==> config.mk <==
export PLATFORM = sky130hd
export DESIGN_NAME = serial_adder
export DESIGN_NICKNAME = d
export VERILOG_FILES = /design/src/rtl/serial_adder_pkg.sv /design/src/rtl/FA.sv /design/src/rtl/HA.sv /design/src/rtl/serial_adder.sv
export SDC_FILE = /design/constraint.sdc
export NUM_CORES = 1
export LEC_CHECK = 0
export CORE_UTILIZATION = 54
export CTS_BUF_LIST = sky130_fd_sc_hd__clkbuf_8
export DETAILED_ROUTE_END_ITERATION = 16
export GPL_TIMING_DRIVEN = 1
export PLACE_DENSITY = 0.79
export SYNTH_ARGS = -nofsm -noshare
export SYNTH_HDL_FRONTEND = slang
export SYNTH_SLANG_ARGS = --single-unit
export TNS_END_PERCENT = 50
==> constraint.sdc <==
create_clock -name clk -period 1.9 [get_ports clk]
set_input_delay 0.285 -clock clk [delete_from_list [all_inputs] [get_ports clk]]
set_output_delay 0.285 -clock clk [all_outputs]
set_load 0.005 [all_outputs]
==> src/rtl/serial_adder_pkg.sv <==
// Shared constants for the bit-serial adder: FSM encodings and the default width.
package serial_adder_pkg;

  localparam logic [1:0] ST_IDLE  = 2'd0;
  localparam logic [1:0] ST_SHIFT = 2'd1;
  localparam logic [1:0] ST_DONE  = 2'd2;

  localparam int ADD_WIDTH = 8;

  // Bit counter must be able to hold 0..WIDTH.
  function automatic int cnt_width(input int w);
    return $clog2(w + 1);
  endfunction

endpackage

==> src/rtl/FA.sv <==
// Full-adder cell built from two half-adders; carry-out is the OR of both partial carries.
module FA (
  output logic S,
  output logic Co,
  input  logic e1,
  input  logic e2,
  input  logic ci
);

  logic s1;
  logic c1;
  logic c2;

  HA u_ha0 (.S(s1), .Co(c1), .e1(e1), .e2(e2));
  HA u_ha1 (.S(S),  .Co(c2), .e1(s1), .e2(ci));

  assign Co = c1 | c2;

endmodule

==> src/rtl/HA.sv <==
// Half-adder cell: the building block of the FA cell.
module HA (
  output logic S,
  output logic Co,
  input  logic e1,
  input  logic e2
);

  assign S  = e1 ^ e2;
  assign Co = e1 & e2;

endmodule

==> src/rtl/serial_adder.sv <==
// Bit-serial adder: one FA cell, a carry flop closing Co->ci, and LSB-first operand shifters.
module serial_adder
  import serial_adder_pkg::*;
#(
  parameter int WIDTH = ADD_WIDTH
) (
  input  logic             clk,
  input  logic             rst,
  input  logic             start,
  input  logic [WIDTH-1:0] a,
  input  logic [WIDTH-1:0] b,
  input  logic             cin,
  output logic             busy,
  output logic             done,
  output logic [WIDTH-1:0] sum,
  output logic             cout
);

  localparam int CNT_W = cnt_width(WIDTH);

  logic [1:0]       state;
  logic [WIDTH-1:0] a_sr;
  logic [WIDTH-1:0] b_sr;
  logic [WIDTH-1:0] s_sr;
  logic             carry;
  logic [CNT_W-1:0] cnt;

  logic             fa_s;
  logic             fa_co;
  logic [WIDTH-1:0] s_next;
  logic             last_bit;

  FA u_fa (
    .S  (fa_s),
    .Co (fa_co),
    .e1 (a_sr[0]),
    .e2 (b_sr[0]),
    .ci (carry)
  );

  // New sum bit enters at the MSB; written with shifts so WIDTH=1 needs no special case.
  assign s_next   = (s_sr >> 1) | (WIDTH'(fa_s) << (WIDTH - 1));
  assign last_bit = (cnt == CNT_W'(WIDTH - 1));

  assign busy = (state == ST_SHIFT);
  assign done = (state == ST_DONE);

  always_ff @(posedge clk or posedge rst) begin
    if (rst) begin
      state <= ST_IDLE;
      a_sr  <= '0;
      b_sr  <= '0;
      s_sr  <= '0;
      carry <= 1'b0;
      cnt   <= '0;
      sum   <= '0;
      cout  <= 1'b0;
    end else begin
      case (state)
        ST_IDLE: begin
          if (start) begin
            a_sr  <= a;
            b_sr  <= b;
            carry <= cin;
            cnt   <= '0;
            s_sr  <= '0;
            state <= ST_SHIFT;
          end
        end
        ST_SHIFT: begin
          a_sr  <= a_sr >> 1;
          b_sr  <= b_sr >> 1;
          s_sr  <= s_next;
          carry <= fa_co;
          cnt   <= cnt + CNT_W'(1);
          // Outputs are only ever loaded with a complete result.
          if (last_bit) begin
            sum   <= s_next;
            cout  <= fa_co;
            state <= ST_DONE;
          end
        end
        ST_DONE: begin
          state <= ST_IDLE;
        end
        default: begin
          state <= ST_IDLE;
        end
      endcase
    end
  end

endmodule

# Word-level counts from Yosys, hierarchy flattened
# Cells that the tools add are included.
# word_totals
register_bits,40
inputBits,20
output_inout_bits,11
# classes
addsub,1
n_eq_ne,5
mux,13
bitwise,6
n_reduce_logical,5
# ops
op,n
one-hot mux 8 bit (2 select lines),3
2-to-1 mux 8 bit,3
OR 7 x 8 -> 8 bit,1
one-hot mux 4 bit (2 select lines),1
AND reduction 2 bit,3
"adder 4 x 1 -> 4 bit, second input constant",1
"== test 4 x 3 -> 1 bit, second input constant",1
2-to-1 mux 2 bit,2
2-to-1 mux 4 bit,1
one-hot mux 2 bit (2 select lines),1
AND 1 bit,2
"== test 2 x 1 -> 1 bit, second input constant",1
"== test 2 bit, second input constant",1
logical NOT 2 bit,1
"!= test 2 x 1 -> 1 bit, second input constant",1
"!= test 2 bit, second input constant",1
one-hot mux 1 bit (2 select lines),1
nonzero test 2 bit,1
bitwise XOR 1 bit,2
2-to-1 mux 1 bit,1
OR 1 bit,1

# Logic depth before layout (Yosys ltp)
# Gate-level depths: netlist of run 1.
# depth
word_depth,4
ltp_mapped,5

# By module
# From an unflattened synthesis of run 1, not the netlist that was laid out.
# unflattened
hier_cells,153
hier_area_um2,1744.2
# by_module_without_submodules
mod,n_inst,cells_per_inst,area_per_inst_um2
serial_adder,1,150,1712.9
HA,2,1,12.5
FA,1,1,6.3

# Worst setup path after synthesis of run 1
# No wires, ideal clock.
# synth_timing
path_type,register -> register
start,register cnt[0]
end,register cout
setup_time_ps,125
t_arrival_ps,1292
path_slack_ps,483
path_stages_with_launch,5
period_less_slack_ps,1417
path_cell_list,dfrtp_1 > ha_1 > nand2_1 > nor3_4 > mux2_2
# synth_between
elab_chain_cells,2
# synth_lines
item,line_no,source
"start, declared",serial_adder.sv:26,logic [CNT_W-1:0] cnt;
"start signal, assigned",serial_adder.sv:75,cnt <= cnt + CNT_W'(1);
== test 4 x 3 -> 1 bit,serial_adder.sv:43,assign last_bit = (cnt == CNT_W'(WIDTH - 1));
AND reduction 2 bit (no line),n/a,
"end signal, assigned",serial_adder.sv:79,cout <= fa_co;
"end, declared",serial_adder.sv:16,output logic cout
# Every way passes these cells.
# A chain may end at the register's enable or synchronous reset.

# Final worst setup path of run 1
# layout_timing
start,register state[1]
end,output done
# layout_between
elab_chain_cells,1
# layout_lines
item,line_no,source
"start, declared",serial_adder.sv:21,logic [1:0] state;
"start signal, assigned",serial_adder.sv:50,state <= ST_IDLE;
"start signal, assigned",serial_adder.sv:67,state <= ST_SHIFT;
"start signal, assigned",serial_adder.sv:80,state <= ST_DONE;
== test 2 bit,serial_adder.sv:46,assign done = (state == ST_DONE);
"end, declared",serial_adder.sv:14,"output logic done,"
# Every way passes these cells.

==> results of run 1 <==
[how the worst max path moves through the flow]
stage                                    start            endpoint
after floorplan             cnt[0]$_DFFE_PP0P_    cout$_DFFE_PP0P_
after CTS                 state[1]$_DFFE_PP0P_                done
after global routing      state[1]$_DFFE_PP0P_                done
after global placement                   start  cnt[3]$_DFFE_PP0P_
after detailed placement                 start  cnt[3]$_DFFE_PP0P_
final                     state[1]$_DFFE_PP0P_                done
[where the power goes]
part           switching, W  internal (W)
combinational      0.000560      0.000653
sequential         0.000242       0.00116
clock              0.000271      0.000251
total               0.00107       0.00207
[synth_stat cells]
master    number
and3b_1        9
nor3_4         1
inv_1          2
a22oi_1        7
nor2b_1        9
o21ai_0       16
buf_2          3
nand2b_2       1
nand3_1        1
o21bai_1       1
ha_1           1
a22o_1        11
mux2_2        10
and2_1         1
o31ai_1        1
fa_1           1
nor2_1         2
nand2_1       11
dfrtp_1       39
a21oi_1       16
clkbuf_1       6
[cell type report]
type	count	area, sq um
Sequential cell	39	976
Fill cell	230	863
Multi-Input combinational cell	99	689
Timing Repair Buffer	37	353
Clock buffer	5	68.8
Tap cell	44	55.1
Clock inverter	3	15.0
Inverter	2	7.51
[routing by layer]
layer	GRT usage, %	up-vias	part of all wire, %
li1	-	602	-
met1	29.8	602	47
met2	34.5	30	47
met3	7.37	8	4.0
met4	8.16	0	1.6
met5	0	-	0
[tightest hold or removal path, delay by kind of cell]
kind / cells / cell delay, ns
buffers and inverters: 3 / 0.84
[kinds of logic after synthesis]
kind of cell	Yosys count
buffers and inverters	11
and+or+nand+nor	35
AOI/OAI and AO/OA	52
DFF	39
adders and majority gates	2
muxes	10
[cells in the final DEF, fill, tap and decap left out, drive strengths merged]
cell type	netlist	layout
clkbuf	6	5
buf	3	7
o21bai	1	1
fa	1	1
nand3	1	1
nand2b	1	1
nor2b	9	9
a22o	11	11
nor2	2	2
ha	1	1
and2	1	1
a21oi	16	16
nor3	1	1
inv	2	2
clkdlybuf4s50	0	30
o21ai	16	16
clkinv	0	3
nand2	11	11
and3b	9	9
dfrtp	39	39
mux2	10	10
a22oi	7	7
o31ai	1	1
[stage by stage]
step | instances | total power (W) | hold slack (ns) | util (%) | setup WS, ns
2_1_floorplan | 149 | 0.00216 | 0.418 | - | 0.483
3_3_place_gp | 221 | 0.00256 | 0.468 | 68.7 | 0.295
3_5_place_dp | 221 | 0.00263 | 0.477 | 68.7 | 0.237
4_1_cts | 229 | 0.00316 | 0.415 | 71.5 | 0.0840
5_1_grt | 229 | 0.00338 | 0.456 | 71.5 | 0.00396
6_report | 229 | 0.00314 | 0.397 | 71.5 | 0.0953
[state kept, by name (all words and copies together) (netlist names)]
| signal | flops |
|---|---|
| b_sr | 8 |
| carry | 1 |
| state | 2 |
| s_sr | 7 |
| cnt | 4 |
| a_sr | 8 |
| cout | 1 |
| sum | 8 |
==> results by group, run 1 <==
Run status
  • Status: completed

Final layout
  • Post-route cell area: roughly 2200 sq um
  • Ant diodes: 0
  • Area Overhead vs Synth: 26.6%
  • Final Net Count: about 200
  • Ratio of cells with drive above 1 in the final layout: roughly 15%

Detailed routing
  • DRC Markers: 0
  • Detail Route Antenna Nets: 0
  • Drt total wl: between 3000 and 4000 um
  • DR pass1 iterations: 5
  • Via count: 1242
  • Avg WL per Cell: about 14 um
  • Starting DRC count in detailed routing: 32
  • Via density per instance: 5.42

Worst setup path
  • R2r startpoint: cnt[0]$_DFFE_PP0P_
  • Worst Path Class, Setup: flip-flop to output port
  • CP Capture Type: output port
  • Setup slack, reg-to-reg: 0.29 ns
  • WP data arrival: 1.52 ns
  • Worst stage delay on the critical path: approximately 0.50 ns
  • WP buf/inv: 2
  • Critical Path Stages: 3
  • CP startpoint kind: flip-flop
  • WP data required: around 1.6 ns
  • Crit path cell chain: buf_4 -> nor2b_1 -> clkdlybuf4s50_1
  • Family with the most delay on the worst path: buffers and inverters
  • Slowest CP cell: clkdlybuf4s50_1
  • CP max FO: 19
  • Cells on worst reg2reg path: 4
  • RR Endpoint: cout$_DFFE_PP0P_

Die
  • Core area: 3030 sq um
  • Initial Utilization: 56.5%
  • Width of the die: roughly 58 um
  • Rows: 20
  • Ports: 31
  • Vert. Die Dim: about 58 um
  • Die area: roughly 3400 sq um

Synth
  • XOR/XNOR Fraction of Synth Area: 0%
  • Post-synthesis compound-gate area fraction: 18.9%
  • Avg Cell Area, Syn: 11.5 sq um
  • Synth Area in Simple Gates: around an eighth
  • Largest area contributor in the netlist: dfrtp_1
  • Synthesis-stage register bit count: 39
  • Main combinational cell family by area after synthesis: compound AO/OA/AOI/OAI gates
  • Register area share after synthesis: 57.1%
  • Yosys Warn Count: 0
  • Largest cells by area after synthesis: dfrtp_1 57%, mux2_2 6.6%, a22o_1 5.6%
  • Mapped Area: between 1500 and 2000 sq um
  • Synth top area share: a little under three fifths
  • Multiplexer share of the synthesized area: 6.58%
  • Post-synth net total: 171
  • Synth Area in Adders: 1.90%
  • Count of cell types in the netlist: 21
  • Cells after Synth: 149

Worst hold path
  • Worst min-delay path category: primary input to async pin

Global routing
  • GRT overflow: 0
  • First-pass GRT wire length: 5560 um
  • Largest net degree at the start of global routing: 40
  • Vias in the first global route: 1209
  • Initial antenna violation count: 0
  • GRT Overall Usage: 22.4%

Place
  • Placed Area: ~2100 sq um
  • Post-DP HPWL: 2170 um
  • RD Place Congestion: 0.743
  • I/O Buffers: 30

Timing
  • Setup_tns: 0 ns
  • Fin. Hold Viols: 0
  • Worst-Margin Slew: 0.480 ns
  • # setup viols final: 0
  • Crit path time final: 1.80 ns
  • Fin Clk Skew: 0.00347 ns
  • Tcrit/Tclk final: 95.0%
  • Final max-slew violation count: 0
  • Slew headroom: 67.9%
  • Peak Freq: between 500 and 600 MHz
  • Unrepaired setup endpoints after global routing: false

Power and ir drop
  • Worst vdd ir: 0.711 mV
  • LEAKAGE: about 1 nW
  • Pwr per Cell Area: around 1400 nW/um^2

Clocking
  • Post-CTS Repair Setup Buffers: 0
  • Hold-fix buffers, CTS: 0
  • CTS sink cnt: 39
  • CTS tree: built
  • Num CTS Buffers: 5
  • Post-CTS Resized: 0
  • Root Driver: clkbuf_8
  • Worst-path clk slew: 0.07 ns
  • Worst skew pair latency: between 0.2 and 0.3 ns
  • Clock Tree Buf Depth: 2
  • H-tree depth: 2

Flow run
  • Maxcap violations: 0
No activity file was read; power rests on OpenSTA's default activity.
==> inputs of run 2 (changes only) <==
--- a/config.mk
+++ b/config.mk
@@ -5,11 +5,14 @@
 export SDC_FILE = /design/constraint.sdc
 export NUM_CORES = 1
 export LEC_CHECK = 0
-export CORE_UTILIZATION = 54
+export ABC_AREA = 1
+export ABC_CLOCK_PERIOD_IN_PS = 1900
+export CORE_UTILIZATION = 53
 export CTS_BUF_LIST = sky130_fd_sc_hd__clkbuf_8
 export DETAILED_ROUTE_END_ITERATION = 16
 export GPL_TIMING_DRIVEN = 1
-export PLACE_DENSITY = 0.79
+export MAX_ROUTING_LAYER = met4
+export PLACE_DENSITY = 0.78
 export SYNTH_ARGS = -nofsm -noshare
 export SYNTH_HDL_FRONTEND = slang
 export SYNTH_SLANG_ARGS = --single-unit
==> run 2 against run 1 <==
Net effect: clock power up 35%; cell count up 16%; sequential power about the same; setup slack better by 0.14 ns; clock-buffer cell count up 1; wire length up 2.9%; synthesized area down 0.51%; critical endpoint is now busy; largest cell class unchanged.
==> results by group, run 2 <==
Clocking
  • Num CTS Buffers: 5 (unchanged)
  • CTS sink cnt: 39 (unchanged)
  • Post-CTS Resized: 0 (unchanged)
  • Post-CTS Repair Setup Buffers: 0 (unchanged)
  • Root Driver: clkbuf_8
  • Worst skew pair latency: 0.28 ns (about the same)
  • Clock Tree Buf Depth: 2 (unchanged)
  • H-tree depth: 2 (unchanged)
  • Worst-path clk slew: 0.08 ns (about the same)
  • Hold-fix buffers, CTS: 0 (unchanged)
  • CTS tree: built

Worst setup path
  • Worst Path Class, Setup: flip-flop to output port
  • WP data required: 1.62 ns (about the same)
  • WP data arrival: 1.38 ns (-0.14 ns)
  • Setup slack, reg-to-reg: 0.49 ns (+0.20 ns)
  • CP startpoint kind: flip-flop
  • CP Capture Type: output port
  • CP max FO: 3 (-16)

Detailed routing
  • Detail Route Antenna Nets: 0 (unchanged)
  • Met1 Wirelength: 1490 um (-1.6%)
  • Avg WL per Cell: 12.3 um (-11%)
  • DR WL met3: 130 um (+3.2%)
  • DR top layer: met4
  • Met2 Routed Length: 1630 um (+8.6%)
  • DRC Markers: 0 (unchanged)
  • Drt total wl: 3280 um (+2.9%)
  • Via count: 1362 (+9.7%)
  • Starting DRC count in detailed routing: 64 (+100%)
  • Via density per instance: 5.12 (-5.6%)
  • DR pass1 iterations: 4 (-1)

Final layout
  • Commonest cells after routing, fill and taps aside: 62 x nand2_1, 48 x nand3_1, 39 x dfrtp_1, 30 x clkdlybuf4s50_1, 8 x inv_1
  • Area Overhead vs Synth: 25.4%
  • Top flop regs: a_sr x8, b_sr x8, sum x8
  • Ratio of cells with drive above 1 in the final layout: 8.56% (-6.0 points)
  • Ant diodes: 0 (unchanged)
  • Final Net Count: 243 (+18%)
  • Post-route cell area: 2130 sq um (-1.4%)
  • Most common cell after layout, fill and taps aside: nand2_1

Die
  • Rows: 20 (unchanged)
  • Ports: 31 (unchanged)
  • Core area: 3050 sq um (+0.83%)
  • Vert. Die Dim: 58.7 um (+0.65%)
  • Die area: 3440 sq um (+1.3%)
  • Width of the die: 58.7 um (+0.65%)
  • Initial Utilization: 55.7% (-0.75 points)

Timing
  • Slew headroom: 68.1% (+0.18 points)
  • Crit path time final: 1.67 ns (-0.139 ns)
  • Peak Freq: 600 MHz (+8.4%)
  • Final max-slew violation count: 0 (unchanged)
  • Unrepaired setup endpoints after global routing: false
  • Tcrit/Tclk final: 87.7% (-7.3 points)
  • # setup viols final: 0 (unchanged)
  • Worst-Margin Slew: 0.479 ns (-0.00120 ns)
  • Fin. Hold Viols: 0 (unchanged)
  • Setup_tns: 0 ns (unchanged)
  • Fin Clk Skew: 0.00463 ns (+0.00116 ns)

Global routing
  • Largest net degree at the start of global routing: 40 (unchanged)
  • Vias in the first global route: 1314 (+8.7%)
  • GRT overflow: 0 (unchanged)
  • GRT Overall Usage: 22.9% (+0.51 points)
  • Initial antenna violation count: 0 (unchanged)
  • First-pass GRT wire length: 5700 um (+2.5%)

Synth
  • Largest area contributor in the netlist: dfrtp_1
  • Synthesis-stage register bit count: 39 (unchanged)
  • Commonest register cell after synthesis: dfrtp_1
  • Count of cell types in the netlist: 19 (-9.5%)
  • Cells after Synth: 189 (+27%)
  • Largest cells by area after synthesis: dfrtp_1 57%, nand3_1 14%, nand2_1 14%
  • Avg Cell Area, Syn: 9.00 sq um (-22%)
  • Register area share after synthesis: 57.4% (+0.29 points)
  • Mapped Area: 1700 sq um (-0.51%)
  • Count leader, synth: nand2_1
  • Post-synth net total: 211 (+23%)
  • List of most frequent post-synthesis cells: 62 x nand2_1, 48 x nand3_1, 39 x dfrtp_1
  • Synth top area share: 57.4% (+0.29 points)
  • Number of synthesized flops with an enable pin: 0 (unchanged)
  • Yosys Warn Count: 0 (unchanged)
  • Async set-reset flop share out of synthesis: 100% (unchanged)

Place
  • Placed Area: 2020 sq um (-3.1%)
  • I/O Buffers: 30 (unchanged)
  • Post-DP HPWL: 2170 um (+0.24%)
  • RD Place Congestion: 0.788 (+6.1%)

Power and ir drop
  • Worst vdd ir: 0.911 mV (+28%)
  • Pwr per Cell Area: 1540 nW/um^2 (+6.1%)
  • LEAKAGE: 1.04 nW (+4.5%)

Flow run
  • Maxcap violations: 0 (unchanged)

Run status
  • Status: completed

Worst hold path
  • Worst min-delay path category: primary input to async pin
[run 2: changes by cell type after synthesis, moves of 7 or more]
cell	delta
nand2_1	+51
nand3_1	+47
a22oi_1	-7
a22o_1	-11
mux2_2	-10
o21ai_0	-14
and3b_1	-9
a21oi_1	-15
nor2b_1	-9
[run 2: final timing paths]
path                                 startpoint                  end  depth (start not counted)
max                        state[0]$_DFFE_PP0P_                 busy                          3
min                                         rst  b_sr[2]$_DFFE_PP0P_                          3
max reg2reg                state[0]$_DFFE_PP0P_   sum[1]$_DFFE_PP0P_                          6
min reg2reg                  sum[4]$_DFFE_PP0P_   sum[4]$_DFFE_PP0P_                          2
max in group asynchronous                   rst   sum[1]$_DFFE_PP0P_                          3
min in group clk             sum[4]$_DFFE_PP0P_   sum[4]$_DFFE_PP0P_                          2
[run 2: cell type report]
class / count / area [sq um]
sequential: 39 / 976
fill: 251 / 920
multi-input combinational: 130 / 609
timing repair buffer: 35 / 338
clock buffer: 6 / 82.6
tap: 44 / 55.1
inverter: 10 / 37.5
clock inverter: 2 / 35.0
[run 2: per-layer routing]
| layer | up-vias | track usage [%] |
|---|---|---|
| met4 | 0 | 9.52 |
| met2 | 35 | 35.3 |
| met1 | 644 | 30.1 |
| li1 | 679 | - |
| met3 | 4 | 4.18 |
| met5 | - | - |
[run 2: report_power, final]
group / internal, W / switching, W
registers: 0.00118 / 0.000236
clock network: 0.000425 / 0.000281
logic: 0.000523 / 0.000635
[run 2: kinds of logic after synthesis]
family	count (synthesis)	share of synthesized area (%)
buf+inv	20	6.84
compound gates	9	3.09
flops	39	57.4
fa+ha+maj	2	1.91
simple gates	119	30.8
[run 2: per-stage QoR]
| stage | worst slack (ns) | utilization [%] | instances | power [W] | hold slack [ns] |
|---|---|---|---|---|---|
| 3_5_place_dp | 0.402 | 66.0 | 258 | 0.00258 | 0.457 |
| 5_1_grt | 0.181 | 69.9 | 266 | 0.00353 | 0.458 |
| 4_1_cts | 0.235 | 69.9 | 266 | 0.00330 | 0.430 |
| 3_3_place_gp | 0.442 | 66.0 | 258 | 0.00252 | 0.452 |
| 2_1_floorplan | 0.726 | - | 189 | 0.00220 | 0.395 |
| 6_report | 0.234 | 69.9 | 266 | 0.00328 | 0.410 |
[run 2: critical path, stage by stage, from the launching register on]
cell             delay [ns]
dfrtp_1                0.43
nand2_2                0.10
inv_2                  0.07
clkdlybuf4s50_1        0.50
